[config.mk]
export PLATFORM = sky130hd
export DESIGN_NAME = div_arbiter
export DESIGN_NICKNAME = d
export VERILOG_FILES = /design/src/rtl/div_arb_pkg.sv /design/src/rtl/rr_arb2.sv /design/src/rtl/div_arbiter.sv
export SDC_FILE = /design/constraint.sdc
export NUM_CORES = 1
export LEC_CHECK = 0
export ABC_CLOCK_PERIOD_IN_PS = 2410
export CAP_MARGIN = 20
export CORE_UTILIZATION = 35
export DETAILED_ROUTE_END_ITERATION = 12
export PLACE_DENSITY = 0.8
export SLEW_MARGIN = 5
export SYNTH_ARGS = -nofsm -noshare
export SYNTH_HDL_FRONTEND = slang
export SYNTH_HIERARCHICAL = 1
export SYNTH_SLANG_ARGS = --single-unit
[constraint.sdc]
create_clock -name clk -period 2.41 [get_ports clk]
set_clock_uncertainty 0.1 [all_clocks]
set_input_delay 0.6025 -clock clk [delete_from_list [all_inputs] [get_ports clk]]
set_output_delay 0.6025 -clock clk [all_outputs]
set_load 0.01 [all_outputs]
[src/rtl/div_arb_pkg.sv]
`default_nettype none
// ============================================================================
// Module   : div_arb_pkg
// Brief    : State encoding, default widths and grant helper for div_arbiter.
// Revision : 1.0
// ============================================================================
package div_arb_pkg;

  localparam int W_DEF       = 5;
  localparam int TIMEOUT_DEF = 31;

  localparam logic [2:0] ST_IDLE   = 3'd0;
  localparam logic [2:0] ST_LOAD_A = 3'd1;
  localparam logic [2:0] ST_LOAD_B = 3'd2;
  localparam logic [2:0] ST_WAIT   = 3'd3;
  localparam logic [2:0] ST_CAP_R  = 3'd4;
  localparam logic [2:0] ST_RESP   = 3'd5;

  function automatic logic [1:0] idx_to_onehot(input logic idx);
    return idx ? 2'b10 : 2'b01;
  endfunction

endpackage
`default_nettype wire

[src/rtl/rr_arb2.sv]
`default_nettype none
// ============================================================================
// Module   : rr_arb2
// Brief    : Two-requester round-robin grant; ptr picks the winner on conflict.
// Revision : 1.0
// ============================================================================
module rr_arb2
  import div_arb_pkg::*;
(
  input  logic [1:0] req,
  input  logic       ptr,
  output logic [1:0] gnt
);

  always_comb begin
    gnt = req;
    if (req == 2'b11) begin
      gnt = idx_to_onehot(ptr);
    end
  end

endmodule
`default_nettype wire

[src/rtl/div_arbiter.sv]
`default_nettype none
// ============================================================================
// Module   : div_arbiter
// Brief    : Shares one serial-operand divider between two requesters.
// Revision : 1.0
// ============================================================================
module div_arbiter
  import div_arb_pkg::*;
#(
  parameter int W       = W_DEF,
  parameter int TIMEOUT = TIMEOUT_DEF,
  parameter int TW      = 5
) (
  input  logic         clk,
  input  logic         rst,
  input  logic [1:0]   req,
  input  logic [W-1:0] dividend0,
  input  logic [W-1:0] divisor0,
  input  logic [W-1:0] dividend1,
  input  logic [W-1:0] divisor1,
  output logic [1:0]   resp_valid,
  output logic [W-1:0] quotient,
  output logic [W-1:0] remainder,
  output logic         zero_out,
  output logic         ovf_out,
  output logic         err,
  output logic         busy,
  output logic [W-1:0] div_bus_in,
  output logic         div_start,
  input  logic [W-1:0] div_bus_out,
  input  logic         div_done,
  input  logic         div_zero,
  input  logic         div_ovf
);

  logic [2:0]    state_q, state_d;
  logic          gnt_idx_q, gnt_idx_d;
  logic          ptr_q, ptr_d;
  logic [TW-1:0] timer_q, timer_d;
  logic [W-1:0]  quot_q, quot_d;
  logic [W-1:0]  rem_q, rem_d;
  logic          zero_q, zero_d;
  logic          ovf_q, ovf_d;
  logic          err_q, err_d;
  logic [1:0]    arb_gnt;

  rr_arb2 u_rr_arb2 (
    .req (req),
    .ptr (ptr_q),
    .gnt (arb_gnt)
  );

  always_ff @(posedge clk or negedge rst) begin
    if (!rst) begin
      state_q <= ST_IDLE;
    end else begin
      state_q <= state_d;
    end
  end

  always_ff @(posedge clk or negedge rst) begin
    if (!rst) begin
      gnt_idx_q <= 1'b0;
      ptr_q     <= 1'b0;
      timer_q   <= '0;
      quot_q    <= '0;
      rem_q     <= '0;
      zero_q    <= 1'b0;
      ovf_q     <= 1'b0;
      err_q     <= 1'b0;
    end else begin
      gnt_idx_q <= gnt_idx_d;
      ptr_q     <= ptr_d;
      timer_q   <= timer_d;
      quot_q    <= quot_d;
      rem_q     <= rem_d;
      zero_q    <= zero_d;
      ovf_q     <= ovf_d;
      err_q     <= err_d;
    end
  end

  always_comb begin
    state_d   = state_q;
    gnt_idx_d = gnt_idx_q;
    ptr_d     = ptr_q;
    timer_d   = timer_q;
    quot_d    = quot_q;
    rem_d     = rem_q;
    zero_d    = zero_q;
    ovf_d     = ovf_q;
    err_d     = err_q;
    case (state_q)
      ST_IDLE: begin
        if (req != 2'b00) begin
          gnt_idx_d = arb_gnt[1];
          state_d   = ST_LOAD_A;
        end
      end
      ST_LOAD_A: state_d = ST_LOAD_B;
      ST_LOAD_B: begin
        timer_d = '0;
        state_d = ST_WAIT;
      end
      ST_WAIT: begin
        timer_d = timer_q + TW'(1);
        // done wins over a timeout landing in the same cycle
        if (div_done) begin
          quot_d  = div_bus_out;
          zero_d  = div_zero;
          ovf_d   = div_ovf;
          err_d   = 1'b0;
          state_d = ST_CAP_R;
        end else if (timer_q == TW'(TIMEOUT - 1)) begin
          quot_d  = '0;
          rem_d   = '0;
          zero_d  = 1'b0;
          ovf_d   = 1'b0;
          err_d   = 1'b1;
          state_d = ST_RESP;
        end
      end
      ST_CAP_R: begin
        rem_d   = div_bus_out;
        state_d = ST_RESP;
      end
      ST_RESP: begin
        ptr_d   = ~gnt_idx_q;
        state_d = ST_IDLE;
      end
      default: state_d = ST_IDLE;
    endcase
  end

  always_comb begin
    div_start  = 1'b0;
    div_bus_in = '0;
    resp_valid = 2'b00;
    case (state_q)
      ST_LOAD_A: begin
        div_start  = 1'b1;
        div_bus_in = gnt_idx_q ? dividend1 : dividend0;
      end
      ST_LOAD_B: div_bus_in = gnt_idx_q ? divisor1 : divisor0;
      ST_RESP:   resp_valid = idx_to_onehot(gnt_idx_q);
      default:   ;
    endcase
  end

  assign busy      = (state_q != ST_IDLE);
  assign quotient  = quot_q;
  assign remainder = rem_q;
  assign zero_out  = zero_q;
  assign ovf_out   = ovf_q;
  assign err       = err_q;

endmodule
`default_nettype wire

==> impl_results.md, run 1 <==
- Drt wl/cell: 14.1 um
- Sw Ratio: 38.4%
- Net count after synthesis: around 160
- Termination of the worst setup path: div_bus_in[4]
- Busiest grt layer: met2
- Critical Path Source Type: flop
- Total number of nets in the final design: 211
- Die Height: about 62 um
- Hold WS: 0.394 ns
- Logic depth of the worst register-to-register path: 4
- Worst hold path cell count: 1
- Clk Latency, worst-skew pair: 0.31 ns
- Internal: 0.00121 W
- Endpoint kind of the worst setup timing path: primary output
- Share of total power in combinational logic: between 50% and 60%
- DR vias/cell: between 5 and 6
- Cell area after synthesis: 1260 um^2
- Setup slack at placement: -0.169 ns
- FF-to-FF Start: state_q[1]
- Power, Total: 0.00196 W
- Die area: 3840 um^2
- Slack of the worst reg-to-reg path: 0.76 ns
- Crit path max-delay cell type: sky130_fd_sc_hd__or3b_4
- Number of setup violations in the final report: 0
- Layout Cell Area excl Fill: 1830 um^2
- Count of pins over their slew limit: 0
- Number of search-and-repair iterations in the first detailed-routing pass: 4
- Total wire length: 3130 um
- Fraction of met2 tracks used by global routing: 29.3%
- Final setup margin: 0.108 ns
- Largest net degree at the start of global routing: 24
- Final ANT Viol Nets: 0
- Overall fraction of global-route tracks in use: roughly 17%
- Synthesis-to-finish area growth: 45.7%
- Cell count after placement: 218
- IR Drop Worst-Case VDD: 0.613 mV
- Reg clk slew, reported paths: 0.12 ns
- Number of antenna cells inserted: 0
- Delay of the slowest critical-path stage: around 0.44 ns
- Number of standard cells in the final layout excluding fillers: roughly 220
- Initial antenna violation count: 0
- Syn_area_per_cell: 10.2 um^2
- Buffers from clock root to sink, at most: 2
- Number of instances in the synthesized netlist: between 100 and 150
- Fmax: around 0.43 GHz
- Psw: 0.000754 W
- Cell-by-cell listing of the critical path: or3b_4, o22ai_1, dlygate4sd2_1
- CTS tree: done
- Clock buffer count from CTS: 3
- Vias post-DR: around 1200
- Weighted congestion reported at the end of routability-driven placement: 0.733
- Port Buffers: 53
- Overall die width: 62.0 um
- Detailed placement HPWL: 2360 um
- Outcome: completed
- Critical R2R Capture: gnt_idx_q
- Via count of the first global-routing pass: 1127
- Core Box Area: 3390 um^2
- Starting utilization of the core area: about 37%
- DP Area: between 1500 and 2000 um^2
- Total power per unit cell area: roughly 1100 nW/um^2
- Transition time at the pin with the least slew margin: 0.627 ns
- Fraction of layout cells with a size suffix above 1: 10.2%
- Kind of cell adding the most delay to the critical path: simple AND/OR/NAND/NOR gates
- Grt met3 use: 3.73%
- Critical path buffer and inverter count: 1
- Final worst-path cycle share: 95.5%
- Setup Crit Path Kind: flop to primary output
- Sequential group share of total power: 35.5%
- Arrival time of data at the critical path endpoint: around 1.6 ns
- Share of total power in the clock network: 9.0%
- Final number of hold-violating endpoints: 0
- DRC violation count after routing: 0
- Critical path launch point: state_q[1]
- Largest driver fanout on the critical path: 6
- Number of cells on the critical path: 3
- Iteration-0 DRC count of the detailed router: 37
- Wire length of the first global-routing pass: 4760 um
- Std cell rows: 21
- I/O pin count: 54
- Aggregate global routing overflow: 0
- Static leakage power: between 0.8 and 0.9 nW
- GR met1 Demand/Resource: 19.9%
- Clock period minus worst slack: 2.30 ns
- Required time of the worst setup path: around 1.7 ns
- RSZ-0062 raised after global routing: no
- Sink Count: 23
- Hold buffers post-CTS: 0
- Clock tree root driver cell: sky130_fd_sc_hd__clkbuf_4
- Relative slew margins: between 50% and 60%
- Total number of H-tree levels: 1
- Max-Cap Viols: 0
- Classification of the worst-slack hold path: flop to flop
- Number of warnings reported in the yosys synthesis log: 6
layer usage:
| layer | part of all wire [%] | wire, um |
|---|---|---|
| met5 | 0 | 0 |
| met4 | 0.73 | 23 |
| met3 | 8.3 | 259 |
| met2 | 47 | 1490 |
| met1 | 43 | 1360 |
how the worst min path moves through the flow:
stage                     slack [ns]   from    end
final                           0.39  ptr_q  ptr_q
after CTS                       0.40  ptr_q  ptr_q
after global routing            0.41  ptr_q  ptr_q
after detailed placement        0.37  ptr_q  ptr_q
after floorplan                 0.21    rst    err
after global placement          0.36  ptr_q  ptr_q
registers in the layout (all words and copies together), names as in the netlist:
name and cells:
ptr_q 1, remainder 5, gnt_idx_q 1, ovf_out 1
zero_out 1, err 1, state_q 3, timer_q 5
quotient 5
metrics by stage:
| step | utilization, % | setup TNS, ns |
|---|---|---|
| floorplan | - | 0 |
| global placement | 53.8 | -0.624 |
| detailed placement | 53.8 | -0.744 |
| CTS | 54.4 | 0 |
| global route | 54.1 | 0 |
| finish | 54.1 | 0 |
layout make-up:
| class | instances | area [um^2] |
|---|---|---|
| Sequential cell | 23 | 577 |
| Clock buffer | 4 | 26.3 |
| Inverter | 4 | 15.0 |
| Fill cell | 294 | 1560 |
| Tap cell | 46 | 57.6 |
| Timing Repair Buffer | 58 | 546 |
| Multi-Input combinational cell | 87 | 613 |
layout by cell type (no fill, tap or decap), drive strengths merged, types with 4 or more instances in the layout:
| cell | instances |
|---|---|
| mux2i | 10 |
| clkbuf | 7 |
| a22oi | 6 |
| nor2 | 6 |
| inv | 4 |
| buf | 5 |
| a22o | 8 |
| nand2b | 4 |
| dlygate4sd2 | 6 |
| nand3 | 6 |
| o22ai | 5 |
| clkdlybuf4s50 | 44 |
| nand2 | 11 |
| dfrtp | 23 |
| o21ai | 8 |
power groups by stage:
| stage | Clock [W] | Sequential (W) | Combinational [W] |
|---|---|---|---|
| detailed placement | 0 | 0.000695 | 0.00113 |
| global placement | 0 | 0.000690 | 0.00109 |
| finish | 0.000178 | 0.000698 | 0.00109 |
| global route | 0.000198 | 0.000725 | 0.00120 |
| floorplan | 0 | 0.000691 | 0.000646 |
| CTS | 0.000182 | 0.000697 | 0.00109 |
worst register-to-register path: cells and delay by family, from the launching register on:
family | cells | cell delay, ns
muxes | 1 | 0.34
and+or+nand+nor | 2 | 0.54
DFF | 1 | 0.40
buffers and inverters | 1 | 0.17
what timing repair did:
action                                  CTS  global route
endpoints found under the setup margin    9             5
setup buffers                             0             0
gates resized for setup                  11             7
gates cloned                              0             0
Power figures use the tool's default switching activity.
==> inputs of run 2 (changes only) <==
- CAP_MARGIN: 20 -> 30
- CELL_PAD_IN_SITES_DETAIL_PLACEMENT: unset -> 2
- CELL_PAD_IN_SITES_GLOBAL_PLACEMENT: unset -> 2
- CORE_UTILIZATION: 35 -> 26
- PLACE_DENSITY: 0.8 -> 0.95
==> run 2 against run 1 <==
  * Flip-flop and latch count is the same
  * Maximum frequency shrank 0.29%
  * Via count grew 3.7%
  * Sequential power grew 2%
  * Final cell count grew 3.2%
  * Cell area grew 2.9%
  * Critical path depth grew 1
  * Global-route usage grew 0.11 points
  * Critical endpoint is now div_bus_in[2]
  * Largest power group unchanged
  * Highest routed layer unchanged
==> impl_results.md, run 2 (synthesis gave the netlist of run 1 again) <==
- Outcome: completed (unchanged)
- Largest driver fanout on the critical path: 1 (was 6)
- Number of setup violations in the final report: 0 (unchanged)
- Fmax: 0.433 GHz (was 0.434 GHz)
- Required time of the worst setup path: 1.71 ns (about the same)
- Worst hold path cell count: 1 (unchanged)
- Total number of H-tree levels: 1 (unchanged)
- DRC violation count after routing: 0 (unchanged)
- Clock period minus worst slack: 2.31 ns (was 2.30 ns)
- Iteration-0 DRC count of the detailed router: 46 (was 37)
- Sink Count: 23 (unchanged)
- CTS tree: done (unchanged)
- Weighted congestion reported at the end of routability-driven placement: 0.724 (was 0.733)
- Port Buffers: 53 (unchanged)
- Share of total power in combinational logic: 54.7% (was 55.4%)
- Drt wl/cell: 18.4 um (was 14.1 um)
- Max-Cap Viols: 0 (unchanged)
- I/O pin count: 54 (unchanged)
- Core Box Area: 4500 um^2 (was 3390 um^2)
- Sequential group share of total power: 33.7% (was 35.5%)
- Setup Crit Path Kind: primary input to primary output (was flop to primary output)
- Largest net degree at the start of global routing: 24 (unchanged)
- Arrival time of data at the critical path endpoint: 1.61 ns (was 1.60 ns)
- Final worst-path cycle share: 95.8% (was 95.5%)
- Final ANT Viol Nets: 0 (unchanged)
- Classification of the worst-slack hold path: flop to flop (unchanged)
- Overall fraction of global-route tracks in use: 16.9% (was 16.8%)
- Total power per unit cell area: 1110 nW/um^2 (was 1070 nW/um^2)
- Aggregate global routing overflow: 0 (unchanged)
- Overall die width: 71.6 um (was 62.0 um)
- Final number of hold-violating endpoints: 0 (unchanged)
- Starting utilization of the core area: 27.9% (was 37.1%)
- Die area: 5120 um^2 (was 3840 um^2)
- FF-to-FF Start: state_q[1] (unchanged)
- Worst Min Path Start: ptr_q (unchanged)
- Critical Path Source Type: primary input (was flop)
- Total wire length: 4220 um (was 3130 um)
- DR vias/cell: 5.24 (was 5.21)
- Final setup margin: 0.102 ns (was 0.108 ns)
- Critical R2R Capture: gnt_idx_q (unchanged)
- Hold WS: 0.387 ns (was 0.394 ns)
- Vias post-DR: 1200 (was 1157)
- Synthesis-to-finish area growth: 50.0% (was 45.7%)
- Internal: 0.00128 W (was 0.00121 W)
- Reg clk slew, reported paths: 0.08 ns (was 0.12 ns)
- Fraction of layout cells with a size suffix above 1: 10.2% (about the same)
- Transition time at the pin with the least slew margin: 0.723 ns (was 0.627 ns)
- Final-layout setup total negative slack: 0 ns (unchanged)
- Hold buffers post-CTS: 0 (unchanged)
- Setup slack at placement: -0.219 ns (was -0.169 ns)
- Clock tree root driver cell: sky130_fd_sc_hd__clkbuf_8 (was sky130_fd_sc_hd__clkbuf_4)
- Share of total power in the clock network: 11.6% (was 9.0%)
- Clk Latency, worst-skew pair: 0.27 ns (was 0.31 ns)
- Via count of the first global-routing pass: 1358 (was 1127)
- Number of antenna cells inserted: 0 (unchanged)
- Wire length of the first global-routing pass: 6640 um (was 4760 um)
- Number of filler cells placed in the layout: 483 (was 294)
- Die Height: 71.6 um (was 62.0 um)
- Most frequent standard cell in the layout excluding fill and tap cells: sky130_fd_sc_hd__clkdlybuf4s50_1 (unchanged)
- Logic depth of the worst register-to-register path: 4 (unchanged)
- Psw: 0.000820 W (was 0.000754 W)
- IR Drop Worst-Case VDD: 0.472 mV (was 0.613 mV)
- Relative slew margins: 51.7% (was 58.1%)
- Clock buffer count from CTS: 3 (unchanged)
- Initial antenna violation count: 0 (unchanged)
- Number of search-and-repair iterations in the first detailed-routing pass: 4 (unchanged)
- Count of pins over their slew limit: 0 (unchanged)
- RSZ-0062 raised after global routing: no (unchanged)
- Buffers from clock root to sink, at most: 2 (unchanged)
- Cell count after placement: 224 (was 218)
- Commonest cells after routing, fill and taps aside: sky130_fd_sc_hd__clkdlybuf4s50_1 (44), sky130_fd_sc_hd__dfrtp_1 (22), sky130_fd_sc_hd__nand2_1 (11) (unchanged)
- Std cell rows: 24 (was 21)
- Sw Ratio: 39.0% (was 38.4%)
- Detailed placement HPWL: 3180 um (was 2360 um)
- Slack of the worst reg-to-reg path: 0.72 ns (was 0.76 ns)
- Worst-case hold path end point: ptr_q (unchanged)
- Number of standard cells in the final layout excluding fillers: 229 (was 222)
- Total number of nets in the final design: 212 (was 211)
- Endpoint kind of the worst setup timing path: primary output (unchanged)
- Static leakage power: 0.836 nW (was 0.815 nW)
[run 2: cell types whose count changed in the layout (fill, tap and decap cells not counted), moves of 3 or more]
cell	delta
sky130_fd_sc_hd__dlygate4sd2_1	+3
sky130_fd_sc_hd__clkbuf_4	-3
sky130_fd_sc_hd__clkbuf_2	-3
sky130_fd_sc_hd__clkbuf_8	+3
[run 2: what timing repair did]
item / 4_1_cts / 5_1_grt
resized for setup: 12 / 2
endpoints found under the setup margin: 9 / 5
buffers inserted: 1 / 0
endpoints found under the hold margin: 0 / 0
pin swaps: 0 / 0
[run 2: cell type report]
| type | count | area [um^2] | area share, % |
|---|---|---|---|
| inverters | 4 | 15.0 | 0.795 |
| clock buffers | 4 | 45.0 | 2.39 |
| well taps | 52 | 65.1 | 3.45 |
| flip-flops and latches | 23 | 577 | 30.6 |
| repair buffers | 59 | 564 | 29.9 |
| multi-input cells | 87 | 622 | 32.9 |
[run 2: worst max path at each step]
stage                         end         start  depth (start not counted)
detailed placement  div_bus_in[0]  dividend0[0]                          4
global route        div_bus_in[2]    state_q[1]                          5
CTS                 div_bus_in[0]    state_q[1]                          5
floorplan           div_bus_in[0]    state_q[1]                          4
global placement    div_bus_in[0]  dividend1[0]                          4
finish              div_bus_in[2]  dividend0[2]                          4
[run 2: critical path: stages]
cell and delay (ns):
sky130_fd_sc_hd__clkdlybuf4s50_1 0.46, sky130_fd_sc_hd__mux2i_1 0.09, sky130_fd_sc_hd__o22ai_1 0.16, sky130_fd_sc_hd__dlygate4sd2_1 0.29
[run 2: layer usage]
layer	track usage [%]	vias to the layer above	wire (um)
met1	19.4	587	1690
met2	32.9	50	2230
met4	3.92	0	31
li1	-	560	-
met5	0	-	0
met3	2.25	3	263
[run 2: through the flow]
step,power (W),utilization (%),area (um^2)
final,0.00210,41.9,1890
after global routing,0.00226,41.9,1890
after CTS,0.00212,41.7,1880
after detailed placement,0.00188,40.7,1830
after global placement,0.00179,40.7,1830
after floorplan,0.00134,-,1260
[run 2: power by group through the flow]
stage	Clock (W)	Sequential, W	Combinational (W)
2_1_floorplan	0	0.000691	0.000646
5_1_grt	0.000272	0.000737	0.00125
4_1_cts	0.000260	0.000713	0.00114
3_3_place_gp	0	0.000691	0.00110
3_5_place_dp	0	0.000712	0.00117
6_report	0.000244	0.000709	0.00115
==> inputs of run 3 (changes only) <==
- CORE_MARGIN: unset -> 2
- CTS_CLUSTER_SIZE: unset -> 30
==> run 3 against run 2 <==
  * Hold slack improved by 0.016 ns
  * Flip-flop and latch count is the same
  * Die area rose by 5.7%
  * Non-clock buffer count up 5
  * Via count grew 0.25%
  * Highest routed layer unchanged
  * Final cell count rose by 3.1%
  * Maximum frequency rose by 1.9%
  * Clock power barely moved
  * Wire length is 7.9% lower
  * Critical path depth is the same
  * Cell area grew 1.5%
  * Setup slack better by 0.042 ns
==> impl_results.md, run 3 (synthesis gave the netlist of run 1 again) <==
- Vias post-DR: 1203 (was 1200)
- Psw: 0.000810 W (was 0.000820 W)
- Number of setup violations in the final report: 0 (unchanged)
- Total number of nets in the final design: 217 (was 212)
- Internal: 0.00134 W (was 0.00128 W)
- Starting utilization of the core area: 26.8% (was 27.9%)
- Number of search-and-repair iterations in the first detailed-routing pass: 4 (unchanged)
- Final worst-path cycle share: 94.0% (was 95.8%)
- Share of total power in the clock network: 11.3% (was 11.6%)
- Number of filler cells placed in the layout: 524 (was 483)
- Largest driver fanout on the critical path: 3 (was 1)
- Final ANT Viol Nets: 0 (unchanged)
- Sink Count: 23 (unchanged)
- Sequential Area: 577 um^2 (unchanged)
- Slack of the worst reg-to-reg path: 0.76 ns (was 0.72 ns)
- Endpoint kind of the worst setup timing path: primary output (unchanged)
- Port Buffers: 53 (unchanged)
- Final setup margin: 0.144 ns (was 0.102 ns)
- Sw Ratio: 37.7% (was 39.0%)
- Worst-case hold path end point: quotient[2] (was ptr_q)
- Utilization after layout: 40.9% (was 41.9%)
- Critical R2R Capture: remainder[3] (was gnt_idx_q)
- Relative slew margins: 56.9% (was 51.7%)
- Weighted congestion reported at the end of routability-driven placement: 0.700 (was 0.724)
- Total number of H-tree levels: 1 (unchanged)
- Total wire length: 3890 um (was 4220 um)
- Overall die width: 73.6 um (was 71.6 um)
- DRC violation count after routing: 0 (unchanged)
- Sequential group share of total power: 33.1% (was 33.7%)
- Static leakage power: 0.864 nW (was 0.836 nW)
- Critical Path Source Type: flop (was primary input)
- Iteration-0 DRC count of the detailed router: 39 (was 46)
- Core Box Area: 4690 um^2 (was 4500 um^2)
- DR vias/cell: 5.10 (was 5.24)
- Most frequent standard cell in the layout excluding fill and tap cells: sky130_fd_sc_hd__clkdlybuf4s50_1 (unchanged)
- Worst hold path cell count: 1 (unchanged)
- Worst Min Path Start: quotient[2] (was ptr_q)
- Share of total power in combinational logic: 55.6% (was 54.7%)
- Required time of the worst setup path: 1.71 ns (about the same)
- Die Height: 73.6 um (was 71.6 um)
- Die area: 5410 um^2 (was 5120 um^2)
- Max-Cap Viols: 0 (unchanged)
- Overall fraction of global-route tracks in use: 15.5% (was 16.9%)
- Final number of hold-violating endpoints: 0 (unchanged)
- Std cell rows: 25 (was 24)
- Cell count after placement: 228 (was 224)
- Wire length of the first global-routing pass: 6440 um (was 6640 um)
- I/O pin count: 54 (unchanged)
- Number of antenna cells inserted: 0 (unchanged)
- IR Drop Worst-Case VDD: 0.436 mV (was 0.472 mV)
- Logic depth of the worst register-to-register path: 5 (was 4)
- Aggregate global routing overflow: 0 (unchanged)
- FF-to-FF Start: state_q[2] (was state_q[1])
- Outcome: completed (unchanged)
- Largest net degree at the start of global routing: 24 (unchanged)
- Classification of the worst-slack hold path: flop to flop (unchanged)
- Transition time at the pin with the least slew margin: 0.645 ns (was 0.723 ns)
- Arrival time of data at the critical path endpoint: 1.56 ns (was 1.61 ns)
- Commonest cells after routing, fill and taps aside: sky130_fd_sc_hd__clkdlybuf4s50_1 (44), sky130_fd_sc_hd__dfrtp_1 (22), sky130_fd_sc_hd__nand2_1 (11) (unchanged)
- Fmax: 0.441 GHz (was 0.433 GHz)
- Number of standard cells in the final layout excluding fillers: 236 (was 229)
- Setup slack at placement: -0.188 ns (was -0.219 ns)
- Clk Latency, worst-skew pair: 0.27 ns (about the same)
- Fraction of layout cells with a size suffix above 1: 14.3% (was 10.2%)
- RSZ-0062 raised after global routing: no (unchanged)
- Clock buffer count from CTS: 3 (unchanged)
- Setup Crit Path Kind: flop to primary output (was primary input to primary output)
- Initial antenna violation count: 0 (unchanged)
- Multi-input gate area in the final layout: 613 um^2 (was 622 um^2)
- Count of pins over their slew limit: 0 (unchanged)
- Synthesis-to-finish area growth: 52.3% (was 50.0%)
- Clock period minus worst slack: 2.27 ns (was 2.31 ns)
- Drt wl/cell: 16.5 um (was 18.4 um)
- Via count of the first global-routing pass: 1310 (was 1358)
- Hold WS: 0.403 ns (was 0.387 ns)
- Buffers from clock root to sink, at most: 2 (unchanged)
- Detailed placement HPWL: 2880 um (was 3180 um)
- CTS tree: done (unchanged)
- Clock tree root driver cell: sky130_fd_sc_hd__clkbuf_8 (unchanged)
- Total power per unit cell area: 1120 nW/um^2 (was 1110 nW/um^2)
- Reg clk slew, reported paths: 0.08 ns (about the same)
-- run 3: cell count changes in the layout (fill, tap and decap cells not counted), sizes merged --
cell | previous run | this run
buf | 6 | 11
dlymetal6s2s | 0 | 1
dlygate4sd2 | 9 | 3
clkbuf | 4 | 9
-- run 3: metal layers --
metal / vias to the layer above / wire length, um / global-route usage (%)
li1: 567 / - / -
met2: 49 / 1900 / 27.3
met5: - / 0 / 0
met3: 5 / 285 / 3.29
met1: 582 / 1630 / 18.1
met4: 0 / 70 / 6.67
-- run 3: cell type report --
class | count | share of cell area (%)
well taps | 54 | 3.52
repair buffers | 64 | 31.3
inverters | 4 | 0.783
clock buffers | 4 | 2.35
flip-flops and latches | 23 | 30.1
multi-input cells | 87 | 32.0
-- run 3: metrics by stage --
stage          total power (W)  area [um^2]  setup TNS, ns
2_1_floorplan          0.00134         1260              0
3_3_place_gp           0.00186         1860         -0.682
3_5_place_dp           0.00192         1860         -0.808
4_1_cts                0.00220         1930              0
5_1_grt                0.00233         1920              0
6_report               0.00215         1920              0
-- run 3: worst max-delay path by stage --
| stage | start | endpoint | slack, ns | cells past startpoint |
|---|---|---|---|---|
| 2_1_floorplan | state_q[1] | div_bus_in[0] | 0.42 | 4 |
| 3_3_place_gp | dividend0[1] | div_bus_in[1] | -0.17 | 4 |
| 3_5_place_dp | dividend1[4] | div_bus_in[4] | -0.19 | 4 |
| 4_1_cts | state_q[0] | div_bus_in[4] | 0.004 | 4 |
| 5_1_grt | state_q[2] | div_bus_in[4] | 0.05 | 4 |
| 6_report | state_q[0] | div_bus_in[4] | 0.14 | 4 |
-- run 3: critical path: stages (launching register included) --
cell	delay, ns
sky130_fd_sc_hd__dfrtp_1	0.41
sky130_fd_sc_hd__or3b_4	0.41
sky130_fd_sc_hd__buf_4	0.16
sky130_fd_sc_hd__o22ai_1	0.16
sky130_fd_sc_hd__clkbuf_2	0.16
-- run 3: what timing repair did --
| item | in CTS | in global routing |
|---|---|---|
| pin swaps | 0 | 0 |
| endpoints found under the setup margin | 9 | 6 |
| gates resized for setup | 11 | 11 |
| setup buffers | 4 | 0 |
| hold buffers | 0 | 0 |
-- run 3: power groups by stage --
stage / sequential [W] / clock [W] / combinational, W
finish: 0.000711 / 0.000243 / 0.00119
global placement: 0.000703 / 0 / 0.00116
global route: 0.000739 / 0.000271 / 0.00132
detailed placement: 0.000717 / 0 / 0.00120
CTS: 0.000714 / 0.000254 / 0.00123
floorplan: 0.000691 / 0 / 0.000646
